**src/rtl/universal_shift_register.sv**
```systemverilog
// Word-wide enabled storage register with eight-function select: hold, load,
// logical shifts, rotates, clear and invert. True and complemented outputs.
module universal_shift_register #(
  parameter int unsigned    WIDTH       = 8,
  parameter logic [WIDTH-1:0] RESET_VALUE = {WIDTH{1'b0}}
) (
  input  logic             clk,
  input  logic             rst,
  input  logic             e,
  input  logic [2:0]       mode,
  input  logic [WIDTH-1:0] data_in,
  input  logic             ser_in_r,
  input  logic             ser_in_l,
  output logic [WIDTH-1:0] q,
  output logic [WIDTH-1:0] q_neg,
  output logic             ser_out_l,
  output logic             ser_out_r
);

  typedef enum logic [2:0] {
    MODE_HOLD = 3'b000,
    MODE_LOAD = 3'b001,
    MODE_SHL  = 3'b010,
    MODE_SHR  = 3'b011,
    MODE_ROL  = 3'b100,
    MODE_ROR  = 3'b101,
    MODE_CLR  = 3'b110,
    MODE_INV  = 3'b111
  } mode_t;

  logic [WIDTH-1:0] q_reg;
  logic [WIDTH-1:0] q_next;

  always_comb begin
    q_next = q_reg;
    if (e) begin
      case (mode_t'(mode))
        MODE_HOLD: q_next = q_reg;
        MODE_LOAD: q_next = data_in;
        MODE_SHL:  q_next = {q_reg[WIDTH-2:0], ser_in_r};
        MODE_SHR:  q_next = {ser_in_l, q_reg[WIDTH-1:1]};
        MODE_ROL:  q_next = {q_reg[WIDTH-2:0], q_reg[WIDTH-1]};
        MODE_ROR:  q_next = {q_reg[0], q_reg[WIDTH-1:1]};
        // Clear goes to zero, deliberately distinct from the reset value.
        MODE_CLR:  q_next = '0;
        MODE_INV:  q_next = ~q_reg;
        default:   q_next = q_reg;
      endcase
    end
  end

  always_ff @(posedge clk or negedge rst) begin
    if (!rst) begin
      q_reg <= RESET_VALUE;
    end else begin
      q_reg <= q_next;
    end
  end

  assign q         = q_reg;
  assign q_neg     = ~q_reg;
  assign ser_out_l = q_reg[WIDTH-1];
  assign ser_out_r = q_reg[0];

endmodule

```
**config.mk**
```make
export PLATFORM = sky130hd
export DESIGN_NAME = universal_shift_register
export DESIGN_NICKNAME = d
export VERILOG_FILES = /design/src/rtl/universal_shift_register.sv
export SDC_FILE = /design/constraint.sdc
export NUM_CORES = 1
export LEC_CHECK = 0
export BUFFER_PORTS_ARGS = -buffer_cell sky130_fd_sc_hd__buf_2
export CAP_MARGIN = 20
export CORE_UTILIZATION = 41
export CTS_BUF_LIST = sky130_fd_sc_hd__clkbuf_8
export CTS_CLUSTER_SIZE = 12
export DETAILED_ROUTE_END_ITERATION = 8
export GPL_ROUTABILITY_DRIVEN = 0
export PLACE_DENSITY = 0.81
export REMOVE_ABC_BUFFERS = 1
export SETUP_SLACK_MARGIN = 0.1
export SLEW_MARGIN = 20
export SYNTH_ARGS = -nofsm -noshare
export SYNTH_HDL_FRONTEND = slang
export SYNTH_SLANG_ARGS = --single-unit
```
**constraint.sdc**
```tcl
create_clock -name clk -period 1.1 [get_ports clk]
set_input_delay 0.11 -clock clk [delete_from_list [all_inputs] [get_ports clk]]
set_output_delay 0.11 -clock clk [all_outputs]
set_load 0.005 [all_outputs]
```
======== Word level (Yosys, flattened, before mapping) ========
Cells that the tools add are included.
operators by class
  eq/ne operators ......................... 7
  muxes and demuxes ....................... 1
  bitwise gates (word level) .............. 2
  reduce and logical (&&, ||, !) cells .... 2
operator list
  cell                                            number
  case mux 8 bit (7 select lines)                 1
  == test 3 bit (second input constant)           4
  inverter 8 bit                                  1
  == test 3 x 2 -> 1 bit (second input constant)  2
  == test 3 x 1 -> 1 bit (second input constant)  1
  zero test 3 bit                                 1
  AND reduction 2 bit                             1
  inverter 1 bit                                  1
storage, ports and cells
  register bits ........................... 8
  input port bits ......................... 16
  output and inout bits ................... 18

======== Depth between registers and ports, before layout ========
Gate-level depths: netlist of run 1.
  word-level depth ........................ 3
  gate-level depth with buffers ........... 6
  gate-level depth less buffers ........... 4

======== Least setup slack after synthesis of run 1 ========
OpenSTA, ideal clock, no wires.
  path kind ............................... register -> register
  start ................................... reg q_reg[0], in the netlist q[0]
  end ..................................... reg q_reg[0], in the netlist q[0]
  library setup time ...................... 0.076 ns
  arrival time ............................ 1.021 ns
  data required time ...................... 1.024 ns
  path slack .............................. 0.003 ns
  cell stages (with the launch flop) ...... 5
  path buffers ............................ 0
  period minus slack after synthesis ...... 1.097 ns
  cells stage by stage .................... dfrtp_1 -> nand2b_1 -> a311oi_1 -> o32ai_1 -> o21ai_1
on the way
  cells in the longest elaborated chain, start to end .. 2
ends and longest elaborated chain
  element                          line  source
  start: declaration               31    logic [WIDTH-1:0] q_reg;
  start signal: assignment         56    q_reg <= q_next;
  inverter 8 bit                   46    MODE_INV: q_next = ~q_reg;
  case mux 8 bit (7 select lines)  37    case (mode_t'(mode))
Every way passes these cells.
A chain may end at the register's enable or synchronous reset.

======== Worst setup path in the final report of run 1 ========
  start ................................... reg q_reg[0], in the netlist q[0]
  end ..................................... reg q_reg[7], in the netlist q[7]
on the way
  cells in the longest elaborated chain, start to end .. 1
ends and longest elaborated chain
  element                          line
  case mux 8 bit (7 select lines)  37
Every way passes these cells.

==> results of run 1 <==
power by group through the flow:
stage | clock network (mW) | registers, mW | logic [mW]
after floorplan | 0 | 0.429 | 0.189
after global placement | 0 | 0.420 | 0.451
after detailed placement | 0 | 0.424 | 0.463
after CTS | 0.368 | 0.421 | 0.486
after global routing | 0.381 | 0.437 | 0.582
final | 0.358 | 0.427 | 0.526
cells in the mapped netlist:
master and instances:
clkbuf_1 1, mux2i_1 8, or2_1 1, buf_4 2, buf_6 5, inv_1 8, o32ai_1 2, nor3_1 1
o21ai_2 1, o22ai_1 1, o21ai_1 2, and2_2 1, o21ai_4 1, nand2_1 9, o21ai_0 11, nand2b_1 3
dfrtp_1 8, nand3_1 1, o221ai_1 6, inv_2 1, a21oi_1 3, a311oi_1 1
worst max path at each step:
stage / start / end / slack [ns]
after CTS: q[0] / q[7] / 0.03
after detailed placement: mode[0] / q[1] / -0.02
after global routing: q[1] / q[0] / -0.03
after floorplan: q[0] / q[0] / -0.03
final: q[0] / q[7] / 0.04
after global placement: q[0] / q[0] / -0.006
metal layers:
| layer | vias to the layer above | part of all wire [%] | track usage [%] |
|---|---|---|---|
| li1 | 360 | - | - |
| met1 | 309 | 45 | 23.0 |
| met2 | 27 | 48 | 33.1 |
| met3 | 2 | 5.7 | 4.31 |
| met4 | 0 | 1.2 | 7.74 |
| met5 | - | 0 | 0 |
cell families after synthesis:
logic type | Yosys count | share of synthesized area (%)
and+or+nand+nor | 16 | 11.6
DFF | 8 | 30.5
muxes | 8 | 12.2
buffers and inverters | 17 | 16.6
AOI/OAI and AO/OA | 28 | 29.0
layout make-up:
class                           instances  area (um^2)
Clock buffer                            3         41.3
Fill cell                             137          519
Inverter                                9         33.8
Multi-Input combinational cell         52          358
Sequential cell                         8          204
Tap cell                               16         20.0
Timing Repair Buffer                   47          330
critical path: stages (launching register included):
cell	delay, ns
dfrtp_1	0.40
buf_6	0.13
mux2i_1	0.12
o32ai_1	0.10
o22ai_1	0.12
o21ai_1	0.07
stage by stage:
stage | hold WS, ns | setup TNS, ns | power [mW] | setup WS [ns] | instances
2_1_floorplan | -0.186 | -0.0272 | 0.618 | -0.0272 | 69
3_3_place_gp | -0.0384 | -0.00604 | 0.872 | -0.00604 | 129
3_5_place_dp | -0.0365 | -0.0442 | 0.887 | -0.0191 | 129
4_1_cts | 0.169 | 0 | 1.27 | 0.0340 | 134
5_1_grt | 0.181 | -0.0576 | 1.40 | -0.0308 | 135
6_report | 0.165 | 0 | 1.31 | 0.0418 | 135
timing repair:
action	4_1_cts	5_1_grt
endpoints found under the hold margin	8	0
hold buffers	1	0
endpoints found under the setup margin	10	15
resized for setup	5	11
setup buffers	1	1
pin swaps	4	3
==> results_dict.tcl, run 1 <==
set metrics [dict create \
    p_leak_nw 0.492 \
    final_common_cell "buf_2" \
    die_x_um 42.0 \
    grt_pass1_wl_um 2590 \
    wl_per_cell_um 11.9 \
    cts.path.max_buffers 2 \
    num_antenna_cells 0 \
    layout_common_cells "buf_2 (31), nand2_1 (9), mux2i_1 (8), o21ai_1 (8), buf_4 (8)" \
    final_util_pct 65.5 \
    yosysTopAreaCell "dfrtp_1" \
    drcViolationCount 0 \
    intPower_mw 0.894 \
    hold_class "in2reg" \
    antenna_found_initial 0 \
    cp-end-kind "register" \
    arrival_ns 1.18 \
    maxSlewHeadroom_pct 83.8 \
    seq_area_frac_synth_pct 30.5 \
    drt_wl_total_um 1600 \
    p_sw_mw 0.417 \
    status "finished, final reports clean" \
    hold_viol 0 \
    ys_ff_latch 8 \
    finalMaxSlewViolations 0 \
    yosys_warnings 0 \
    swShare_pct 31.8 \
    period_share_pct 96.2 \
    cts_buffers 3 \
    synth_top_area_share_pct 30.5 \
    num_vias 698 \
    worstHoldEndpoint "q[2]" \
    seqPwrFrac_pct 32.6 \
    clkSinkCount 8 \
    root_buffer "clkbuf_8" \
    initialDrtViolationCount 8 \
    areaGrowthSynthToFinish_pct 50.6 \
    p_clk_share_pct 27.3 \
    min_from "data_in[2]" \
    insertion_delay_ns 0.23 \
    track_usage_pct 19.2 \
    dieArea_um2 1760 \
    max_cap_viol_count 0 \
    synth_cell_types 22 \
    synth_area_leaders "dfrtp_1 (31%), mux2i_1 (12%), buf_6 (8.6%)" \
    dr.pass1.iters 4 \
    largest_register_ffs 8 \
    crit_type "reg2reg" \
    worstMarginPinSlew_ns 0.242 \
    reg2reg_to "q[7]" \
    synth_area_um2 656 \
    r2r-start "q[0]" \
    r2r_setup_slack_ns 0.04 \
    dpl_cell_area_um2 886 \
    p_per_area_nw_per_um2 1330 \
    io_buffers 33 \
    grt_pass1_vias 638 \
    final_nets 137 \
    ant_nets 0 \
    overflow 0 \
    pwr-share-comb_pct 40.1 \
    final_area_um2 987 \
    cts_tree "yes" \
    rsz0062_at_grt "true" \
    setup_viol 0 \
    die_y_um 42.0 \
    ff2ff_path_depth 5 \
    grt_max_degree 17 \
    ir_worst_vdd_uv 619 \
    holdPathStages 3 \
    htree_levels 1 \
    startpoint_type "register" \
    hpwl_um 1170 \
    cp_max_fo 3 \
    post_synth.cell_area_avg_um2 8.51 \
    io_pins 34 \
    fmax_mhz 945 \
    vias_per_cell 5.17 \
    fin_crit_ns 1.06 \
    drive_gt1_share_pct 49.6 \
    core_area_um2 1510 \
    initial_core_util_pct 43.5 \
    path_clk_slew_ns 0.04 \
    clock_skew_ns 0.00277 \
    syn_inst 77 \
    required_ns 1.22 \
    rows 14 \
]
Note: power is estimated with default switching activity, not from simulation.
==> run 2, diff against run 1 <==
PLACE_DENSITY = not set   (was 0.81)
PLACE_DENSITY_LB_ADDON = 0.08   (was not set)
==> run 2 against run 1 <==
Compared with the run above: die area is the same; global-route usage grew 1.9 points; flip-flop and latch count is the same; clock power shrank 2%; sequential power grew 2%; critical endpoint is now q[2].
==> results_dict.tcl, run 2 (synthesis results as in run 1) <==
set metrics [dict create \
    p_leak_nw 0.484 \
    hold_class "in2reg" \
    antenna_found_initial 0 \
    hold_viol 0 \
    drcViolationCount 0 \
    fin_ws_ns 0.0249 \
    final_area_um2 978 \
    vias_per_cell 5.13 \
    wl_per_cell_um 12.2 \
    largest_register_ffs 8 \
    rsz0062_at_grt "true" \
    grt_pass1_vias 620 \
    drive_gt1_share_pct 51.3 \
    num_antenna_cells 0 \
    setup_viol 0 \
    areaGrowthSynthToFinish_pct 49.2 \
    required_ns 1.21 \
    io_buffers 33 \
    path_clk_slew_ns 0.04 \
    layout_common_cells "buf_2 (33), o21ai_1 (13), nand2_1 (9)" \
    die_y_um 42.0 \
    insertion_delay_ns 0.22 \
    io_pins 34 \
    startpoint_type "register" \
    die_x_um 42.0 \
    ant_nets 0 \
    arrival_ns 1.18 \
    cts_buffers 3 \
    crit_type "reg2reg" \
    clock_skew_ns 0.000890 \
    cts_tree "yes" \
    root_buffer "clkbuf_8" \
    core_area_um2 1510 \
    initial_core_util_pct 43.5 \
    rows 14 \
    worstMarginPinSlew_ns 0.243 \
    dpl_cell_area_um2 893 \
    final_cells 135 \
    track_usage_pct 21.1 \
    max_cap_viol_count 0 \
    final_common_cell "buf_2" \
    p_per_area_nw_per_um2 1320 \
    initialDrtViolationCount 10 \
    fin_crit_ns 1.08 \
    hpwl_um 1260 \
    status "finished, final reports clean" \
    period_share_pct 97.7 \
    dr.pass1.iters 4 \
    cp_max_fo 4 \
    overflow 0 \
    cp-end-kind "register" \
    final_util_pct 65.0 \
    finalMaxSlewViolations 0 \
    final_nets 137 \
    drt_wl_total_um 1650 \
    num_vias 693 \
    p_total_mw 1.29 \
    preCtsSetupSlack_ns -0.0409 \
    grt_max_degree 17 \
    dpl.cell_count 130 \
    fmax_mhz 930 \
    grt_pass1_wl_um 2790 \
    nFillCells 149 \
    maxSlewHeadroom_pct 83.8 \
    ir_worst_vdd_uv 900 \
    cts.path.max_buffers 2 \
    clkSinkCount 8 \
    dieArea_um2 1760 \
    htree_levels 1 \
]
==> run 2: changes by cell type in the layout (fill, tap and decap cells not counted), moves of 2 or more <==
cell	delta
dfrtp_1	-3
o21ai_0	-5
buf_2	+2
o21ai_1	+5
buf_6	-2
dfrtp_2	+3
==> run 2: area by class of cell <==
class | instances | area [um^2] | area share [%]
clock buffer | 3 | 41.3 | 4.22
tap | 16 | 20.0 | 2.05
sequential | 8 | 208 | 21.2
inverter | 9 | 33.8 | 3.45
multi-input combinational | 52 | 358 | 36.6
timing repair buffer | 47 | 318 | 32.5
==> run 2: timing repair <==
item | in CTS | in global routing
pin swaps | 7 | 3
buffers inserted | 0 | 1
hold endpoints to repair | 8 | 0
gates cloned | 0 | 0
endpoints found under the setup margin | 10 | 14
hold buffers | 1 | 0
gates resized for setup | 14 | 7
==> run 2: final timing paths <==
check	start	endpoint	slack, ns	cells after the start
min reg2reg	q[3]	q[3]	0.56	2
max reg2reg	q[1]	q[2]	0.02	5
max	q[1]	q[2]	0.02	5
min	data_in[3]	q[3]	0.16	3
max in group asynchronous	rst	q[3]	0.64	2
min in group asynchronous	rst	q[7]	0.26	2
==> run 2: power breakdown <==
part	switching (mW)	internal, mW
registers	0.0795	0.357
logic	0.220	0.285
clock network	0.115	0.237
total	0.414	0.879
==> run 2: through the flow <==
stage                     setup TNS (ns)  hold slack (ns)
after global routing              -0.170            0.171
after global placement           -0.0190          -0.0335
after detailed placement          -0.110          -0.0303
after floorplan                  -0.0272           -0.186
after CTS                        -0.0170            0.164
final                                  0            0.162
==> run 2: critical path, stage by stage, from the launching register on <==
cell and delay, ns:
dfrtp_1 0.41, buf_4 0.16, mux2i_1 0.12, o221ai_1 0.12, o21ai_1 0.09, o21ai_1 0.07
==> run 2: layer usage <==
metal | global-route usage, % | wire [um] | part of all wire (%) | vias up
li1 | - | - | - | 358
met1 | 27.0 | 814 | 49 | 310
met2 | 34.7 | 744 | 45 | 23
met3 | 4.74 | 81 | 4.9 | 2
met4 | 7.74 | 13 | 0.79 | 0
met5 | 0 | 0 | 0 | -
==> run 3, diff against run 2 <==
MAX_ROUTING_LAYER = met4   (was not set)
SETUP_SLACK_MARGIN = not set   (was 0.1)
==> run 3 against run 2 <==
Compared with the run above: register-to-register slack barely moved; global-route usage rose by 0.48 points; maximum frequency down 0.16%; critical path depth stayed put; sequential share of layout area grew 0.15 points; non-clock buffer count down 1; largest cell class unchanged; highest routed layer unchanged; total power fell by 1.5%; via count is 0.14% lower; clock skew is essentially flat; clock-buffer cell count stayed put.
==> results_dict.tcl, run 3 (synthesis results as in run 1) <==
set metrics [dict create \
    status "finished, final reports clean" \
    p_total_mw 1.27 \
    crit_family "flip-flops" \
    ir_worst_vdd_uv 888 \
    p_clk_share_pct 27.5 \
    largest_register_ffs 8 \
    cp_max_fo 4 \
    r2r_setup_slack_ns 0.02 \
    drt_wl_total_um 1650 \
    initialDrtViolationCount 9 \
    setup_viol 0 \
    startpoint_type "register" \
    cts.path.max_buffers 2 \
    track_usage_pct 21.6 \
    pwr-share-comb_pct 38.4 \
    layout_common_cells "buf_2 (33), nand2_1 (9), buf_4 (9), inv_1 (8), o21ai_1 (8)" \
    busiest_layer "met2" \
    max_stage_delay_ns 0.41 \
    crit_type "reg2reg" \
    seqPwrFrac_pct 34.1 \
    reg2reg_to "q[2]" \
    crit_top_cell "o21ai_1" \
    path_clk_slew_ns 0.04 \
    grt_util_met3_pct 4.74 \
    postCtsSetupBuffers 0 \
    worstHoldEndpoint "q[1]" \
    period_share_pct 97.9 \
    final_util_pct 64.1 \
    drive_gt1_share_pct 50.8 \
    swShare_pct 32.1 \
    dieArea_um2 1760 \
    holdPathStages 3 \
    p_per_area_nw_per_um2 1320 \
    num_antenna_cells 0 \
    finalMaxSlewViolations 0 \
    initial_core_util_pct 43.5 \
    required_ns 1.21 \
    ant_nets 0 \
    dr.pass1.iters 4 \
    use_met2_pct 34.4 \
    hpwl_um 1260 \
    areaGrowthSynthToFinish_pct 47.3 \
    r2r-start "q[1]" \
    maxSlewHeadroom_pct 83.8 \
    final_nets 136 \
    clock_skew_ns 0.000587 \
    overflow 0 \
    met1_usage_pct 26.9 \
    root_buffer "clkbuf_8" \
    die_x_um 42.0 \
    cp-end-kind "register" \
    intPower_mw 0.866 \
    rsz0062_at_grt "true" \
    cpMaxStageDelayCell "dfrtp_1" \
    arrival_ns 1.19 \
    wl_per_cell_um 12.3 \
    p_sw_mw 0.408 \
    grt_pass1_vias 616 \
    die_y_um 42.0 \
    hold_viol 0 \
    fin_crit_ns 1.08 \
    max_cap_viol_count 0 \
    hold_class "in2reg" \
    worstMarginPinSlew_ns 0.243 \
    grt_max_degree 17 \
    p_leak_nw 0.476 \
    crit_chain "buf_4, mux2i_1, o221ai_1, o21ai_1, o21ai_1" \
    drcViolationCount 0 \
    final_common_cell "buf_2" \
    htree_levels 1 \
    insertion_delay_ns 0.22 \
    rows 14 \
    fmax_mhz 929 \
    cts_buffers 3 \
    min_from "data_in[1]" \
    io_buffers 33 \
    vias_per_cell 5.16 \
    io_pins 34 \
    num_vias 692 \
    ff2ff_path_depth 5 \
    antenna_found_initial 0 \
    core_area_um2 1510 \
    grt_pass1_wl_um 2790 \
    cts_tree "yes" \
    cp.buffers_inverters 1 \
    timing.hold.ws_ns 0.169 \
    clkSinkCount 8 \
]
[run 3: worst reg2reg max path, delay by kind of cell, from the launching register on]
kind / cells / cell delay (ns)
DFF: 1 / 0.41
AOI/OAI and AO/OA: 3 / 0.28
buffers and inverters: 1 / 0.16
muxes: 1 / 0.12
[run 3: how the worst max path moves through the flow]
stage                        from  endpoint  slack [ns]  cells after the start
after detailed placement     q[1]      q[0]       -0.04                      4
after floorplan              q[0]      q[0]       -0.03                      4
after global routing         q[1]      q[0]       -0.08                      4
after global placement    mode[1]      q[0]       -0.02                      6
after CTS                    q[1]      q[0]       -0.02                      4
final                        q[1]      q[2]        0.02                      5
[run 3: repair_timing]
item | in CTS | in global routing
pin swaps | 4 | 1
endpoints found under the setup margin | 1 | 8
hold endpoints to repair | 8 | 0
resized for setup | 2 | 12
hold buffers | 1 | 0
[run 3: per-layer routing]
layer	vias up	part of all wire, %
met2	25	45
met5	-	0
li1	356	-
met3	2	5.5
met4	0	0.79
met1	309	49
[run 3: final cells by class]
cell class / count / area, um^2
tap: 16 / 20.0
sequential: 8 / 206
clock buffer: 3 / 41.3
multi-input combinational: 52 / 362
fill: 152 / 541
timing repair buffer: 46 / 303
inverter: 9 / 33.8
[run 3: through the flow]
stage / std cells / worst slack [ns] / area [um^2] / setup TNS (ns)
3_3_place_gp: 130 / -0.0190 / 893 / -0.0190
4_1_cts: 134 / -0.0170 / 948 / -0.0170
3_5_place_dp: 130 / -0.0409 / 893 / -0.110
6_report: 134 / 0.0232 / 966 / 0
5_1_grt: 134 / -0.0805 / 966 / -0.182
2_1_floorplan: 69 / -0.0272 / 581 / -0.0272
[run 3: power groups by stage]
stage	logic [mW]	clock network (mW)	registers [mW]
global placement	0.464	0	0.426
global route	0.549	0.374	0.447
CTS	0.479	0.359	0.426
detailed placement	0.471	0	0.430
finish	0.489	0.351	0.434
floorplan	0.189	0	0.429
